--- config.mk ---
export PLATFORM = sky130hd
export DESIGN_NAME = fetch_stage_flat
export DESIGN_NICKNAME = d
export VERILOG_FILES = /design/src/rtl/fetch_stage_if.sv /design/src/rtl/fetch_stage.sv /design/src/flat_wrapper.sv
export SDC_FILE = /design/constraint.sdc
export NUM_CORES = 1
export LEC_CHECK = 0
export CAP_MARGIN = 20
export CORE_UTILIZATION = 45
export DETAILED_ROUTE_END_ITERATION = 12
export GPL_TIMING_DRIVEN = 0
export PLACE_DENSITY_LB_ADDON = 0.12
export SKIP_CTS_REPAIR_TIMING = 1
export SLEW_MARGIN = 20
export SYNTH_ARGS = -nofsm -noshare
export SYNTH_HDL_FRONTEND = slang
export SYNTH_SLANG_ARGS = --single-unit
--- constraint.sdc ---
create_clock -name clk -period 2.95 [get_ports clk]
set_input_delay 0.59 -clock clk [delete_from_list [all_inputs] [get_ports clk]]
set_output_delay 0.59 -clock clk [all_outputs]
set_load 0.005 [all_outputs]
--- src/rtl/fetch_stage_if.sv ---
// Instruction memory bus between the fetch stage (master) and a
// synchronous-read instruction memory (slave).
interface fetch_stage_if;
   logic [31:0] imem_addr;
   logic [31:0] imem_rdata;

   modport master (output imem_addr, input  imem_rdata);
   modport slave  (input  imem_addr, output imem_rdata);
endinterface

--- src/rtl/fetch_stage.sv ---
// Instruction fetch stage: PC register, one in-flight fetch slot matching the
// one-cycle memory read latency, and the IF/ID pipeline register with decode
// field breakout. Redirects squash both wrong-path slots; bubbles always carry
// a canonical NOP so downstream control never sees a stale instruction.
module fetch_stage (
   input  logic         clk,
   input  logic         rst,
   input  logic         stall,
   input  logic         branch_taken,
   input  logic [31:0]  branch_target,
   fetch_stage_if.master imem,
   output logic         id_valid,
   output logic [31:0]  id_pc,
   output logic [31:0]  id_instr,
   output logic [6:0]   opcode,
   output logic [2:0]   func3,
   output logic [6:0]   func7,
   output logic [4:0]   rs1,
   output logic [4:0]   rs2,
   output logic [4:0]   rd,
   output logic [31:0]  fetch_count
);

   // addi x0,x0,0: carried by every bubble in IF/ID
   localparam logic [31:0] NOP_INSTR = 32'h0000_0013;

   logic [31:0] r_pc;
   logic [31:0] r_fetch_pc;
   logic        r_fetch_valid;
   logic        r_id_valid;
   logic [31:0] r_id_pc;
   logic [31:0] r_id_instr;
   logic [31:0] r_fetch_count;

   logic [31:0] w_pc_nxt;
   logic [31:0] w_fetch_pc_nxt;
   logic        w_fetch_valid_nxt;
   logic        w_id_valid_nxt;
   logic [31:0] w_id_pc_nxt;
   logic [31:0] w_id_instr_nxt;
   logic [31:0] w_fetch_count_nxt;
   logic [31:0] w_target;

   // Redirect target is always word aligned; low bits are dropped.
   assign w_target = branch_target & 32'hFFFF_FFFC;

   // Next-state selection: branch redirect beats stall, stall beats advance.
   always_comb begin
      w_pc_nxt          = r_pc;
      w_fetch_pc_nxt    = r_fetch_pc;
      w_fetch_valid_nxt = r_fetch_valid;
      w_id_valid_nxt    = r_id_valid;
      w_id_pc_nxt       = r_id_pc;
      w_id_instr_nxt    = r_id_instr;
      w_fetch_count_nxt = r_fetch_count;
      if (branch_taken) begin
         w_pc_nxt          = w_target;
         w_fetch_valid_nxt = 1'b0;
         w_id_valid_nxt    = 1'b0;
         w_id_instr_nxt    = NOP_INSTR;
         w_id_pc_nxt       = 32'd0;
      end else if (stall) begin
         w_pc_nxt          = r_pc;
         w_fetch_valid_nxt = r_fetch_valid;
      end else begin
         w_pc_nxt          = r_pc + 32'd4;
         w_fetch_pc_nxt    = r_pc;
         w_fetch_valid_nxt = 1'b1;
         w_id_valid_nxt    = r_fetch_valid;
         w_id_pc_nxt       = r_fetch_pc;
         if (r_fetch_valid) begin
            w_id_instr_nxt    = imem.imem_rdata;
            w_fetch_count_nxt = r_fetch_count + 32'd1;
         end else begin
            w_id_instr_nxt    = NOP_INSTR;
            w_fetch_count_nxt = r_fetch_count;
         end
      end
   end

   // State registers with synchronous reset overriding all other requests.
   always_ff @(posedge clk) begin
      if (rst) begin
         r_pc          <= 32'd0;
         r_fetch_pc    <= 32'd0;
         r_fetch_valid <= 1'b0;
         r_id_valid    <= 1'b0;
         r_id_pc       <= 32'd0;
         r_id_instr    <= NOP_INSTR;
         r_fetch_count <= 32'd0;
      end else begin
         r_pc          <= w_pc_nxt;
         r_fetch_pc    <= w_fetch_pc_nxt;
         r_fetch_valid <= w_fetch_valid_nxt;
         r_id_valid    <= w_id_valid_nxt;
         r_id_pc       <= w_id_pc_nxt;
         r_id_instr    <= w_id_instr_nxt;
         r_fetch_count <= w_fetch_count_nxt;
      end
   end

   assign imem.imem_addr = r_pc;
   assign id_valid       = r_id_valid;
   assign id_pc          = r_id_pc;
   assign id_instr       = r_id_instr;
   assign fetch_count    = r_fetch_count;

   assign opcode = r_id_instr[6:0];
   assign func3  = r_id_instr[14:12];
   assign func7  = r_id_instr[31:25];
   assign rs1    = r_id_instr[19:15];
   assign rs2    = r_id_instr[24:20];
   assign rd     = r_id_instr[11:7];

endmodule
--- src/flat_wrapper.sv ---
// flat-port wrapper written by rule: the top's interface ports become plain ports
module fetch_stage_flat 
  (clk, rst, stall, branch_taken, branch_target, id_valid, id_pc, id_instr, opcode, func3, func7, rs1, rs2, rd, fetch_count, imem_imem_addr, imem_imem_rdata);
  fetch_stage_if imem_i ();
  input  logic clk;
  input  logic rst;
  input  logic stall;
  input  logic branch_taken;
  input  logic [31:0] branch_target;
  output logic id_valid;
  output logic [31:0] id_pc;
  output logic [31:0] id_instr;
  output logic [6:0] opcode;
  output logic [2:0] func3;
  output logic [6:0] func7;
  output logic [4:0] rs1;
  output logic [4:0] rs2;
  output logic [4:0] rd;
  output logic [31:0] fetch_count;
  output wire logic [$bits(imem_i.imem_addr)-1:0] imem_imem_addr;
  input wire logic [$bits(imem_i.imem_rdata)-1:0] imem_imem_rdata;
  assign imem_imem_addr = imem_i.imem_addr;
  assign imem_i.imem_rdata = imem_imem_rdata;
  fetch_stage u_core (.clk(clk), .rst(rst), .stall(stall), .branch_taken(branch_taken), .branch_target(branch_target), .imem(imem_i), .id_valid(id_valid), .id_pc(id_pc), .id_instr(id_instr), .opcode(opcode), .func3(func3), .func7(func7), .rs1(rs1), .rs2(rs2), .rd(rd), .fetch_count(fetch_count));
endmodule
==> impl_metrics.py <==
metrics = {
    "status": {
        "run_status": "complete, no violations",
    },
    "worst_setup_path": {
        "crit_path_top_delay_cell": "sky130_fd_sc_hd__clkdlybuf4s50_1",
        "cp_cell_sequence": "clkdlybuf4s50_1 -> nor4bb_1 -> buf_2 -> nand4_1 -> clkbuf_1 -> clkbuf_1 -> o31ai_1 -> a21oi_1",
        "worst_path_dominant_cell_family": "buffers and inverters",
        "delay_of_the_slowest_cell_on_the_worst_path_ns": 0.58,
        "critPathKind": "input port to register",
        "timing.critical_path.buf_inv": 4,
        "worstSetupStartpointType": "input port",
        "worstPathRequired_ns": 3.24,
        "maximum_fanout_along_the_worst_path": 10,
        "cp_common_cell": "sky130_fd_sc_hd__clkbuf_1",
        "rrSetupSlack_ns": 0.59,
        "timing.critical_path.to_type": "register",
        "arrival_ns": 3.03,
    },
    "job": {
        "max_cap_violations": 0,
    },
    "sta": {
        "worst_pin_slew_ns": 0.753,
        "max_freq_ghz": 0.364,
        "final.period_utilization": 0.930,
        "clock-skew-final_ns": 0.00593,
        "report.final.hold_viol_count": 0,
        "rsz0062_at_grt": "false",
        "finalSetupViolCount": 0,
        "slew_headroom": 0.494,
        "post-route-min-period_ns": 2.74,
        "hold_ws_ns": 0.454,
        "final_max_slew_viol_count": 0,
        "final.setup.worst_slack_ns": 0.206,
    },
    "logic_synthesis": {
        "syn_area_per_cell_sq_um": 8.65,
        "most_frequent_cell_after_synthesis": "sky130_fd_sc_hd__dfxtp_1",
        "yosys.area.top_type_share": 0.465,
        "cells_after_synthesis": 776,
        "post_synth_num_cell_types": 54,
        "async_reset_ff_frac": 0,
        "yosys_warnings": 0,
        "postSynthRegisterBits": 156,
        "synth_top_flop_cell": "sky130_fd_sc_hd__dfxtp_1",
        "synth_enable_flop_cells": 0,
        "cell_types_with_the_highest_counts_after_synthesis": "sky130_fd_sc_hd__dfxtp_1, sky130_fd_sc_hd__nand2_1, sky130_fd_sc_hd__nor2_1",
        "syn-cell-area_sq_um": 6710,
        "synth.top_cells.by_area": "sky130_fd_sc_hd__dfxtp_1, sky130_fd_sc_hd__nand2_1, sky130_fd_sc_hd__nor2_1, sky130_fd_sc_hd__mux2i_1, sky130_fd_sc_hd__a21oi_1",
        "seq_area_frac_synth": 0.465,
        "synth_top_cell_by_area": "sky130_fd_sc_hd__dfxtp_1",
    },
    "global_route": {
        "initial_antenna_violation_count": 0,
        "global_route_wire_length_before_repair_microns": 30500,
        "grt_max_degree": 17,
        "via_count_of_the_first_global_routing_pass": 5941,
        "globalRouteTotalUtil": 0.260,
        "grt-ovfl-total": 0,
    },
    "pwr": {
        "maximum_vdd_drop_uv": 405,
        "power-per-cell-area_nw_per_um2": 498,
        "power.leakage_nw": 3.40,
    },
    "die": {
        "start_util": 0.462,
        "x_dimension_of_the_die_microns": 124,
        "die_y_microns": 124,
        "rows": 44,
        "design.die.area_sq_um": 15400,
        "coreArea_sq_um": 14500,
        "boundaryPins": 229,
    },
    "clock_tree": {
        "root_buffer": "sky130_fd_sc_hd__clkbuf_16",
        "worstSkewPairLatency_ns": 0.43,
        "cts-root-to-sink-buffers": 2,
        "tritoncts_buffers": 17,
        "clkSinkCount": 156,
        "cts_tree": "built",
        "clk_pin_slew_ns": 0.06,
        "cts_max_level": 4,
    },
    "drt": {
        "detail_route.wirelength_microns": 20200,
        "viasPerCell": 5.43,
        "route.detailed.drc": 0,
        "drt_first_pass_iters": 6,
        "via_count": 6602,
        "detail-route-antenna-nets": 0,
        "drtIter0Drc": 524,
        "wire_per_inst_microns": 16.6,
    },
    "placed_design": {
        "io_buffers": 220,
        "dpl.hpwl_microns": 14500,
        "gp_congestion": 0.880,
        "dp_slack_ns": -0.192,
    },
    "final_layout": {
        "total_nets_final": 1088,
        "areaGrowthSynthToFinish_pct": 45.2,
        "n_antenna_cell": 0,
        "postLayoutCoreUtil": 0.671,
        "fraction_of_layout_instances_using_a_drive_strength_above_1": 0.0766,
        "final.fill_count": 1275,
    },
    "min_path": {
        "worstHoldPathType": "register to register",
    },
}
metrics by stage:
stage	instances	area (sq um)	setup TNS (ns)	total power, mW
final	1215	9750	0	4.86
after CTS	1215	9750	0	4.87
after floorplan	779	6720	0	2.43
after global placement	1183	9160	-2.69	2.67
after detailed placement	1183	9160	-2.29	2.67
after global routing	1215	9750	0	5.01
cells by family (layout without fill, tap and decap cells):
| group | Yosys count | after routing | share of synthesized area |
|---|---|---|---|
| multiplexers | 31 | 31 | 0.0462 |
| other | 1 | 4 | 0.000559 |
| AO/OA/AOI/OAI | 160 | 160 | 0.158 |
| adder cells (fa/ha/maj) | 2 | 2 | 0.00373 |
| XOR/XNOR | 19 | 19 | 0.0248 |
| AND/OR/NAND/NOR | 308 | 308 | 0.225 |
| buffers and inverters | 99 | 351 | 0.0766 |
| flip-flops | 156 | 156 | 0.465 |
tightest hold or removal path, cell delays in order (launching register included):
cell                      delay [ns]
sky130_fd_sc_hd__dfxtp_1        0.31
sky130_fd_sc_hd__nand2_1        0.05
sky130_fd_sc_hd__a21oi_1        0.05
report_power, final:
part           internal (mW)  switching [mW]  total (mW)
registers               2.16          0.0668        2.22
clock network           1.34           0.885        2.23
logic                  0.216           0.192       0.408
final timing paths:
kind	start	endpoint	depth (start not counted)
hold / removal	u_core.r_fetch_pc[17]	u_core.r_fetch_pc[17]	2
setup reg to reg	u_core.imem.imem_addr[12]	u_core.imem.imem_addr[23]	5
hold reg to reg	u_core.r_fetch_pc[17]	u_core.r_fetch_pc[17]	2
setup / recovery	branch_taken	u_core.fetch_count[29]	8
sequential cells by signal, summed over array words and instances (netlist names):
register	count
u_core.id_valid	1
u_core.r_fetch_pc	30
u_core.fetch_count	32
u_core.imem.imem_addr	30
u_core.id_pc	30
u_core.id_instr	32
u_core.r_fetch_valid	1
routing by layer:
metal | global-route usage | part of all wire
met1 | 0.331 | 0.43
met2 | 0.426 | 0.49
met3 | 0.0632 | 0.063
met4 | 0.0938 | 0.015
met5 | 0 | 0
placed cells by master, fill, tap and decap left out, types with 4 or more instances in the layout:
cell and instances:
sky130_fd_sc_hd__xnor2_1 8, sky130_fd_sc_hd__xor2_1 11, sky130_fd_sc_hd__nor4_1 14, sky130_fd_sc_hd__clkdlybuf4s50_1 220, sky130_fd_sc_hd__and4_1 7, sky130_fd_sc_hd__buf_1 7
sky130_fd_sc_hd__buf_2 5, sky130_fd_sc_hd__nor2_1 93, sky130_fd_sc_hd__nand4_1 21, sky130_fd_sc_hd__nor3_1 5, sky130_fd_sc_hd__a22oi_1 30, sky130_fd_sc_hd__conb_1 4
sky130_fd_sc_hd__a21oi_1 55, sky130_fd_sc_hd__a211oi_1 11, sky130_fd_sc_hd__a311oi_1 11, sky130_fd_sc_hd__buf_4 36, sky130_fd_sc_hd__clkbuf_16 17, sky130_fd_sc_hd__o21a_1 4
sky130_fd_sc_hd__o31ai_1 17, sky130_fd_sc_hd__inv_1 7, sky130_fd_sc_hd__nand2_1 97, sky130_fd_sc_hd__o21ai_0 14, sky130_fd_sc_hd__mux2i_1 31, sky130_fd_sc_hd__or3_1 14
sky130_fd_sc_hd__or4_1 18, sky130_fd_sc_hd__clkbuf_1 43, sky130_fd_sc_hd__clkinv_2 7, sky130_fd_sc_hd__dfxtp_1 156, sky130_fd_sc_hd__nand3_1 16
area by class of cell:
cell class,count,area [sq um],area share
inverter,8,30.0,0.00308
buffer,91,484,0.0497
clock buffer,19,443,0.0454
timing repair buffer,220,2200,0.226
multi-input combinational,524,3090,0.317
tap,184,230,0.0236
sequential,156,3120,0.320
clock inverter,13,149,0.0153
Power figures use the tool's default switching activity.
